File: src/rtl/serial_subtractor_if.sv
// Start/done handshake bundle for the bit-serial subtractor.
// Master issues operands and a start request; slave returns the result.
interface serial_subtractor_if #(
    parameter int WIDTH = 8
);
    logic             iStart;
    logic [WIDTH-1:0] iA;
    logic [WIDTH-1:0] iB;
    logic             iBorrowIn;
    logic             oBusy;
    logic             oDone;
    logic [WIDTH-1:0] oDiff;
    logic             oBorrowOut;
    logic             oZero;

    modport master (
        output iStart, iA, iB, iBorrowIn,
        input  oBusy, oDone, oDiff, oBorrowOut, oZero
    );

    modport slave (
        input  iStart, iA, iB, iBorrowIn,
        output oBusy, oDone, oDiff, oBorrowOut, oZero
    );
endinterface

File: src/rtl/serial_subtractor.sv
// Bit-serial LSB-first subtractor: A - B - borrow_in over WIDTH clocks using one
// full-subtractor cell and a borrow flop. Result is held until the next op completes.
//
//   state  | meaning
//   S_IDLE | waiting for start; result outputs hold last value
//   S_RUN  | one operand bit consumed per clock (busy)
//   S_DONE | one-cycle done pulse; start here is accepted back-to-back
module serial_subtractor #(
    parameter int WIDTH = 8
) (
    input  logic                iClk,
    input  logic                iRst,
    serial_subtractor_if.slave  bus
);
    localparam int CNT_W = (WIDTH > 1) ? $clog2(WIDTH) : 1;
    localparam logic [CNT_W-1:0] CNT_LAST = CNT_W'(WIDTH - 1);

    typedef enum logic [1:0] {S_IDLE, S_RUN, S_DONE} state_t;

    state_t             state_q, state_d;
    logic [WIDTH-1:0]   a_q, a_d;
    logic [WIDTH-1:0]   b_q, b_d;
    logic [WIDTH-1:0]   s_q, s_d;
    logic               br_q, br_d;
    logic [CNT_W-1:0]   cnt_q, cnt_d;
    logic               busy_q, busy_d;
    logic               done_q, done_d;
    logic [WIDTH-1:0]   diff_q, diff_d;
    logic               borrow_out_q, borrow_out_d;
    logic               zero_q, zero_d;

    logic               bit_diff;
    logic               bit_borrow;
    logic [WIDTH-1:0]   s_shifted;

    assign bit_diff   = a_q[0] ^ b_q[0] ^ br_q;
    assign bit_borrow = (~a_q[0] & b_q[0]) | (~a_q[0] & br_q) | (b_q[0] & br_q);
    assign s_shifted  = {bit_diff, s_q[WIDTH-1:1]};

    always_comb begin
        state_d      = state_q;
        a_d          = a_q;
        b_d          = b_q;
        s_d          = s_q;
        br_d         = br_q;
        cnt_d        = cnt_q;
        diff_d       = diff_q;
        borrow_out_d = borrow_out_q;
        zero_d       = zero_q;

        case (state_q)
            S_IDLE, S_DONE: begin
                if (bus.iStart) begin
                    state_d = S_RUN;
                    a_d     = bus.iA;
                    b_d     = bus.iB;
                    br_d    = bus.iBorrowIn;
                    s_d     = '0;
                    cnt_d   = '0;
                end else begin
                    state_d = S_IDLE;
                end
            end
            S_RUN: begin
                a_d   = a_q >> 1;
                b_d   = b_q >> 1;
                s_d   = s_shifted;
                br_d  = bit_borrow;
                cnt_d = cnt_q + CNT_W'(1);
                // Last bit: publish the freshly completed result on this edge.
                if (cnt_q == CNT_LAST) begin
                    state_d      = S_DONE;
                    diff_d       = s_shifted;
                    borrow_out_d = bit_borrow;
                    zero_d       = (s_shifted == '0);
                end
            end
            default: state_d = S_IDLE;
        endcase

        busy_d = (state_d == S_RUN);
        done_d = (state_d == S_DONE);
    end

    always_ff @(posedge iClk) begin
        if (iRst) begin
            state_q      <= S_IDLE;
            a_q          <= '0;
            b_q          <= '0;
            s_q          <= '0;
            br_q         <= 1'b0;
            cnt_q        <= '0;
            busy_q       <= 1'b0;
            done_q       <= 1'b0;
            diff_q       <= '0;
            borrow_out_q <= 1'b0;
            zero_q       <= 1'b1;
        end else begin
            state_q      <= state_d;
            a_q          <= a_d;
            b_q          <= b_d;
            s_q          <= s_d;
            br_q         <= br_d;
            cnt_q        <= cnt_d;
            busy_q       <= busy_d;
            done_q       <= done_d;
            diff_q       <= diff_d;
            borrow_out_q <= borrow_out_d;
            zero_q       <= zero_d;
        end
    end

    assign bus.oBusy      = busy_q;
    assign bus.oDone      = done_q;
    assign bus.oDiff      = diff_q;
    assign bus.oBorrowOut = borrow_out_q;
    assign bus.oZero      = zero_q;
endmodule
File: src/flat_wrapper.sv
// flat-port wrapper written by rule: the top's interface ports become plain ports
module serial_subtractor_flat 
#(
    parameter int WIDTH = 8
)
  (iClk, iRst, bus_iStart, bus_iA, bus_iB, bus_iBorrowIn, bus_oBusy, bus_oDone, bus_oDiff, bus_oBorrowOut, bus_oZero);
  serial_subtractor_if #(.WIDTH(WIDTH)) bus_i ();
  input  logic iClk;
  input  logic iRst;
  input wire logic [$bits(bus_i.iStart)-1:0] bus_iStart;
  input wire logic [$bits(bus_i.iA)-1:0] bus_iA;
  input wire logic [$bits(bus_i.iB)-1:0] bus_iB;
  input wire logic [$bits(bus_i.iBorrowIn)-1:0] bus_iBorrowIn;
  output wire logic [$bits(bus_i.oBusy)-1:0] bus_oBusy;
  output wire logic [$bits(bus_i.oDone)-1:0] bus_oDone;
  output wire logic [$bits(bus_i.oDiff)-1:0] bus_oDiff;
  output wire logic [$bits(bus_i.oBorrowOut)-1:0] bus_oBorrowOut;
  output wire logic [$bits(bus_i.oZero)-1:0] bus_oZero;
  assign bus_i.iStart = bus_iStart;
  assign bus_i.iA = bus_iA;
  assign bus_i.iB = bus_iB;
  assign bus_i.iBorrowIn = bus_iBorrowIn;
  assign bus_oBusy = bus_i.oBusy;
  assign bus_oDone = bus_i.oDone;
  assign bus_oDiff = bus_i.oDiff;
  assign bus_oBorrowOut = bus_i.oBorrowOut;
  assign bus_oZero = bus_i.oZero;
  serial_subtractor #(.WIDTH(WIDTH)) u_core (.iClk(iClk), .iRst(iRst), .bus(bus_i));
endmodule
File: config.mk
export PLATFORM = sky130hd
export DESIGN_NAME = serial_subtractor_flat
export DESIGN_NICKNAME = d
export VERILOG_FILES = /design/src/rtl/serial_subtractor_if.sv /design/src/rtl/serial_subtractor.sv /design/src/flat_wrapper.sv
export SDC_FILE = /design/constraint.sdc
export NUM_CORES = 1
export LEC_CHECK = 0
export CAP_MARGIN = 20
export CORE_MARGIN = 3
export CORE_UTILIZATION = 47
export DETAILED_ROUTE_END_ITERATION = 10
export PLACE_DENSITY = 0.75
export SETUP_SLACK_MARGIN = 0.3
export SYNTH_ARGS = -nofsm -noshare
export SYNTH_HDL_FRONTEND = slang
export SYNTH_SLANG_ARGS = --single-unit
File: constraint.sdc
create_clock -name iClk -period 1.8 [get_ports iClk]
set_input_delay 0.27 -clock iClk [delete_from_list [all_inputs] [get_ports iClk]]
set_output_delay 0.27 -clock iClk [all_outputs]
set_load 0.05 [all_outputs]
* Word-level counts from Yosys, hierarchy flattened *
Cells that the tools add are included.

cells by class
  reductions and logical operators = 6
  eq/ne operators = 6
  mux-type cells = 13
  add/subtract/negate cells = 1
  bitwise gates (word level) = 8

operators with widths
  operator               number
  $pmux W8 S2            3
  $mux W8                3
  $logic_not A8 Y1       1
  $pmux W3 S2            1
  $eq A2 B1 Y1 const B   2
  $eq A2 B2 Y1 const B   2
  $pmux W2 S2            1
  $reduce_and A2 Y1      2
  $add A3 B1 Y3 const B  1
  $and A1 B1 Y1          3
  $eq A3 B3 Y1 const B   1
  $mux W3                1
  $logic_not A2 Y1       1
  $mux W1                2
  $mux W2                1
  $ne A2 B2 Y1 const B   1
  $or A1 B1 Y1           2
  $pmux W1 S2            1
  $reduce_bool A2 Y1     1
  $reduce_or A2 Y1       1
  $xor A1 B1 Y1          2
  $not A1 Y1             1

word-level totals
  logic and storage cells = 45
  output and inout port bits = 12
  bits of input ports = 20
  register bits = 42

* Logic depth before layout (Yosys ltp) *
  depth in word-level cells = 5
  mapped depth = 6
  gate-level depth less buffers = 5

* Worst setup path before layout *
OpenSTA, ideal clock, no wires.

  path type = reg-to-reg
  start = reg u_core.cnt_q[0]
  end = reg u_core.borrow_out_q, in the netlist u_core.bus.oBorrowOut
  arrival = 1.260 ns
  path buffers = 1
  stages on the path, launching flop included = 7
  clock period less this slack = 1.332 ns
  data required time = 1.728 ns
  path slack = 0.468 ns
  cells stage by stage = dfxtp_1 ha_1 ha_1 nand3b_1 clkbuf_1 nand2_1 a21oi_1

between the ends
  longest elaborated chain between the ends = 2

RTL lines
  what                         RTL line                  RTL
  start: declaration           serial_subtractor.sv:25   logic [CNT_W-1:0] cnt_q, cnt_d;
  start signal: assignment     serial_subtractor.sv:104  cnt_q <= cnt_d;
  $eq A3 B3 Y1                 serial_subtractor.sv:71   if (cnt_q == CNT_LAST) begin
  $reduce_and A2 Y1 (no line)  -
  end signal: assignment       serial_subtractor.sv:108  borrow_out_q <= borrow_out_d;
  end: declaration             serial_subtractor.sv:29   logic borrow_out_q, borrow_out_d;

No other way between the ends.
A chain may end at the register's enable or synchronous reset.

* Worst setup path in the final report *
  start = reg u_core.borrow_out_q, in the netlist u_core.bus.oBorrowOut
  end = out bus_oBorrowOut

RTL lines
  what              RTL line            RTL
  end: declaration  flat_wrapper.sv:17  output wire logic [$bits(bus_i.oBorrowOut)-1:0] bus_oBorrowOut;

No word-level cell between the ends.

==> results.cfg <==
[clock_tree]
clk_pin_slew_ns = 0.12
cts_buffers = 5
root_buffer = clkbuf_4
cts_tree = yes
clock_sinks = 41
cts_buffer_depth = 2
clkLatencyLatePin_ns = 0.34
htreeDepth = 2

[synthesis]
synth-simple-area-share_pct = 26.32
synthDistinctLibCells = 29
synth_warnings = 0
synth_fa_ha_area_share_pct = 2.639
synth_edf_count = 0
synth.net_count = 208
synth_most_common_cell = dfxtp_1
synth.area.top_cells = dfxtp_1, nor3_1, nand2_1, nand3_2, a21oi_2
synth_top_cell_by_area = dfxtp_1
postSynthAreaPerCell_sq_um = 9.225
yosysSeqAreaShare_pct = 48.09
synth_compound_area_share_pct = 16.13
synth-seq-cells = 41
muxShareOfSynthArea_pct = 0
synth_ff_type = dfxtp_1
synth_top_area_share_pct = 48.09
synth_top_family_by_area = simple AND/OR/NAND/NOR gates
synthTopCellsByCount = dfxtp_1, nand2_1, nor3_1
synth-async-reset-ratio_pct = 0
netlist_area_sq_mm = 0.001707
synth_xor_area_share_pct = 0
syn_inst = 185

[global_routing]
antenna_found_initial = 0
grt_usage_pct = 16.51
grt_max_degree = 24
grt_first_pass_wirelength_um = 5520
grt_pass1_vias = 1269
grt_overflow = 0

[floorplanning]
die_w_um = 66.26
num_io_pins = 32
design.core.area_sq_mm = 0.003416
die-area_sq_mm = 0.004390
initial_core_util_pct = 49.96
row_count = 21
die_h_um = 66.26

[power_and_ir_drop]
p_per_area_mw_per_mm2 = 873.3
p_leak_nw = 0.7425
switching_share_pct = 25.38
p_sw_uw = 466.5
pwr-share-comb_pct = 15.2
power_frac_clock_pct = 31.3
pwr-share-seq_pct = 53.5
irDropWorstVdd_v = 0.0004053
intPower_mw = 1.371

[place]
port_buffers = 31
gp_congestion = 0.7661
dpl.hpwl_um = 2440

[setup_path]
crit_chain = clkdlybuf4s15_1
setup.worst_path.start_class = flop
arrival_ns = 1.18
cp_num_buf_inv = 1
cp-end-kind = output port
worst_path_max_delay_cell = clkdlybuf4s15_1
max_stage_delay_ns = 0.49
cp.required_ns = 1.53
crit_fanout = 2
critPathTopFamily = buffers and inverters
crit_type = flop to output port

[detailed_routing]
routedWlPerCell_um = 13.23
postRouteAntennaNets = 0
wirelength_um = 3454
drc = 0
viasPerCell = 5.502
drt_iter0_markers = 54
vias = 1436
dr.pass1.iters = 4

[sta]
min_period_ns = 1.454
finalSetupTns_ns = 0
fin_skew_ns = 0.009520
worst_pin_slew_ns = 0.4838
rsz0062_at_grt = false
maxSlewViolCount = 0
fin_crit_sh_pct = 80.77
hold_violations = 0
fmax_mhz = 687.8
final-setup-viol-count = 0
relSlewSlack_pct = 67.87

[outcome]
status = finished, final reports clean

[finish]
drive_above_1_share_pct = 22.33
syn_to_final_growth_pct = 23.31
final_nets = 238
antenna_cells = 0
final_core_util_pct = 61.61

[job]
max-cap-violations = 0

[hold_path]
hold_path.class = flop to flop
[timing repair]
action                                  CTS  global route
endpoints found under the setup margin   15            13
hold buffers                              0             0
gates cloned                              0             0
resized for setup                        16            15
buffers inserted                          2             0
[worst paths after layout]
kind,end,cells after the start,slack (ns),from
min,u_core.bus.oDiff[4]$_SDFFE_PP0P_,2,0.46,u_core.bus.oDiff[4]$_SDFFE_PP0P_
min reg2reg,u_core.bus.oDiff[4]$_SDFFE_PP0P_,2,0.46,u_core.bus.oDiff[4]$_SDFFE_PP0P_
max reg2reg,u_core.bus.oDiff[7]$_SDFFE_PP0P_,5,0.39,u_core.cnt_q[0]$_SDFFE_PP0P_
max,bus_oBorrowOut,1,0.35,u_core.bus.oBorrowOut$_SDFFE_PP0P_
[cell type report]
cell class | instances | area [sq um]
tap | 46 | 57.56
clock inverter | 2 | 35.03
inverter | 1 | 3.754
fill | 314 | 1311
clock buffer | 5 | 37.54
multi-input combinational | 126 | 779.5
sequential | 41 | 820.8
timing repair buffer | 40 | 370.4
[kinds of logic (layout without fill, tap and decap cells)]
kind of cell / count (synthesis) / after routing
simple gates: 84 / 84
flops: 41 / 41
compound gates: 39 / 39
buf+inv: 18 / 48
fa+ha+maj: 3 / 3
[per-layer routing]
metal	part of all wire (%)	routed length, um	GRT usage, %	vias up
met5	0	0	0	-
met3	4.7	161	4.082	8
met2	49	1707	29.12	28
li1	-	-	-	707
met1	44	1519	18.74	693
met4	1.9	65	6.853	0
[registers in the layout, summed over array words and instances, names as in the netlist]
signal,cells
u_core.bus.oBorrowOut,1
u_core.cnt_q,3
u_core.br_q,1
u_core.bus.oBusy,1
u_core.bus.oZero,1
u_core.s_q,7
u_core.a_q,8
u_core.b_q,8
u_core.bus.oDone,1
u_core.bus.oDiff,8
u_core.state_q,2
[cell usage in the layout, fill, tap and decap left out, types with 6 or more instances in the layout]
cell type         n
o22ai_1          14
clkdlybuf4s50_1  19
nor2_1            6
nand2_1          29
dfxtp_1          41
nor3_1           26
a21oi_2          10
nand3_2          10
clkbuf_2          6
buf_4             7
a21oi_1          11
[power groups by stage]
stage / sequential [mW] / clock [mW] / combinational (mW)
floorplan: 1.00 / 0 / 0.193
global placement: 1.00 / 0 / 0.268
detailed placement: 1.00 / 0 / 0.277
CTS: 0.982 / 0.582 / 0.276
global route: 0.989 / 0.613 / 0.303
finish: 0.984 / 0.575 / 0.279
[metrics by stage]
step           area, sq um  power [mW]  setup slack (ns)  hold slack (ns)  std cells
2_1_floorplan         1707       1.196            0.4683           0.4147        185
3_3_place_gp          2039       1.269            0.3232           0.4409        252
3_5_place_dp          2039       1.280            0.2558           0.4469        252
4_1_cts               2117       1.840            0.2885           0.4610        261
5_1_grt               2105       1.906            0.3022           0.4716        261
6_report              2105       1.838            0.3461           0.4608        261
Power figures use the tool's default switching activity.
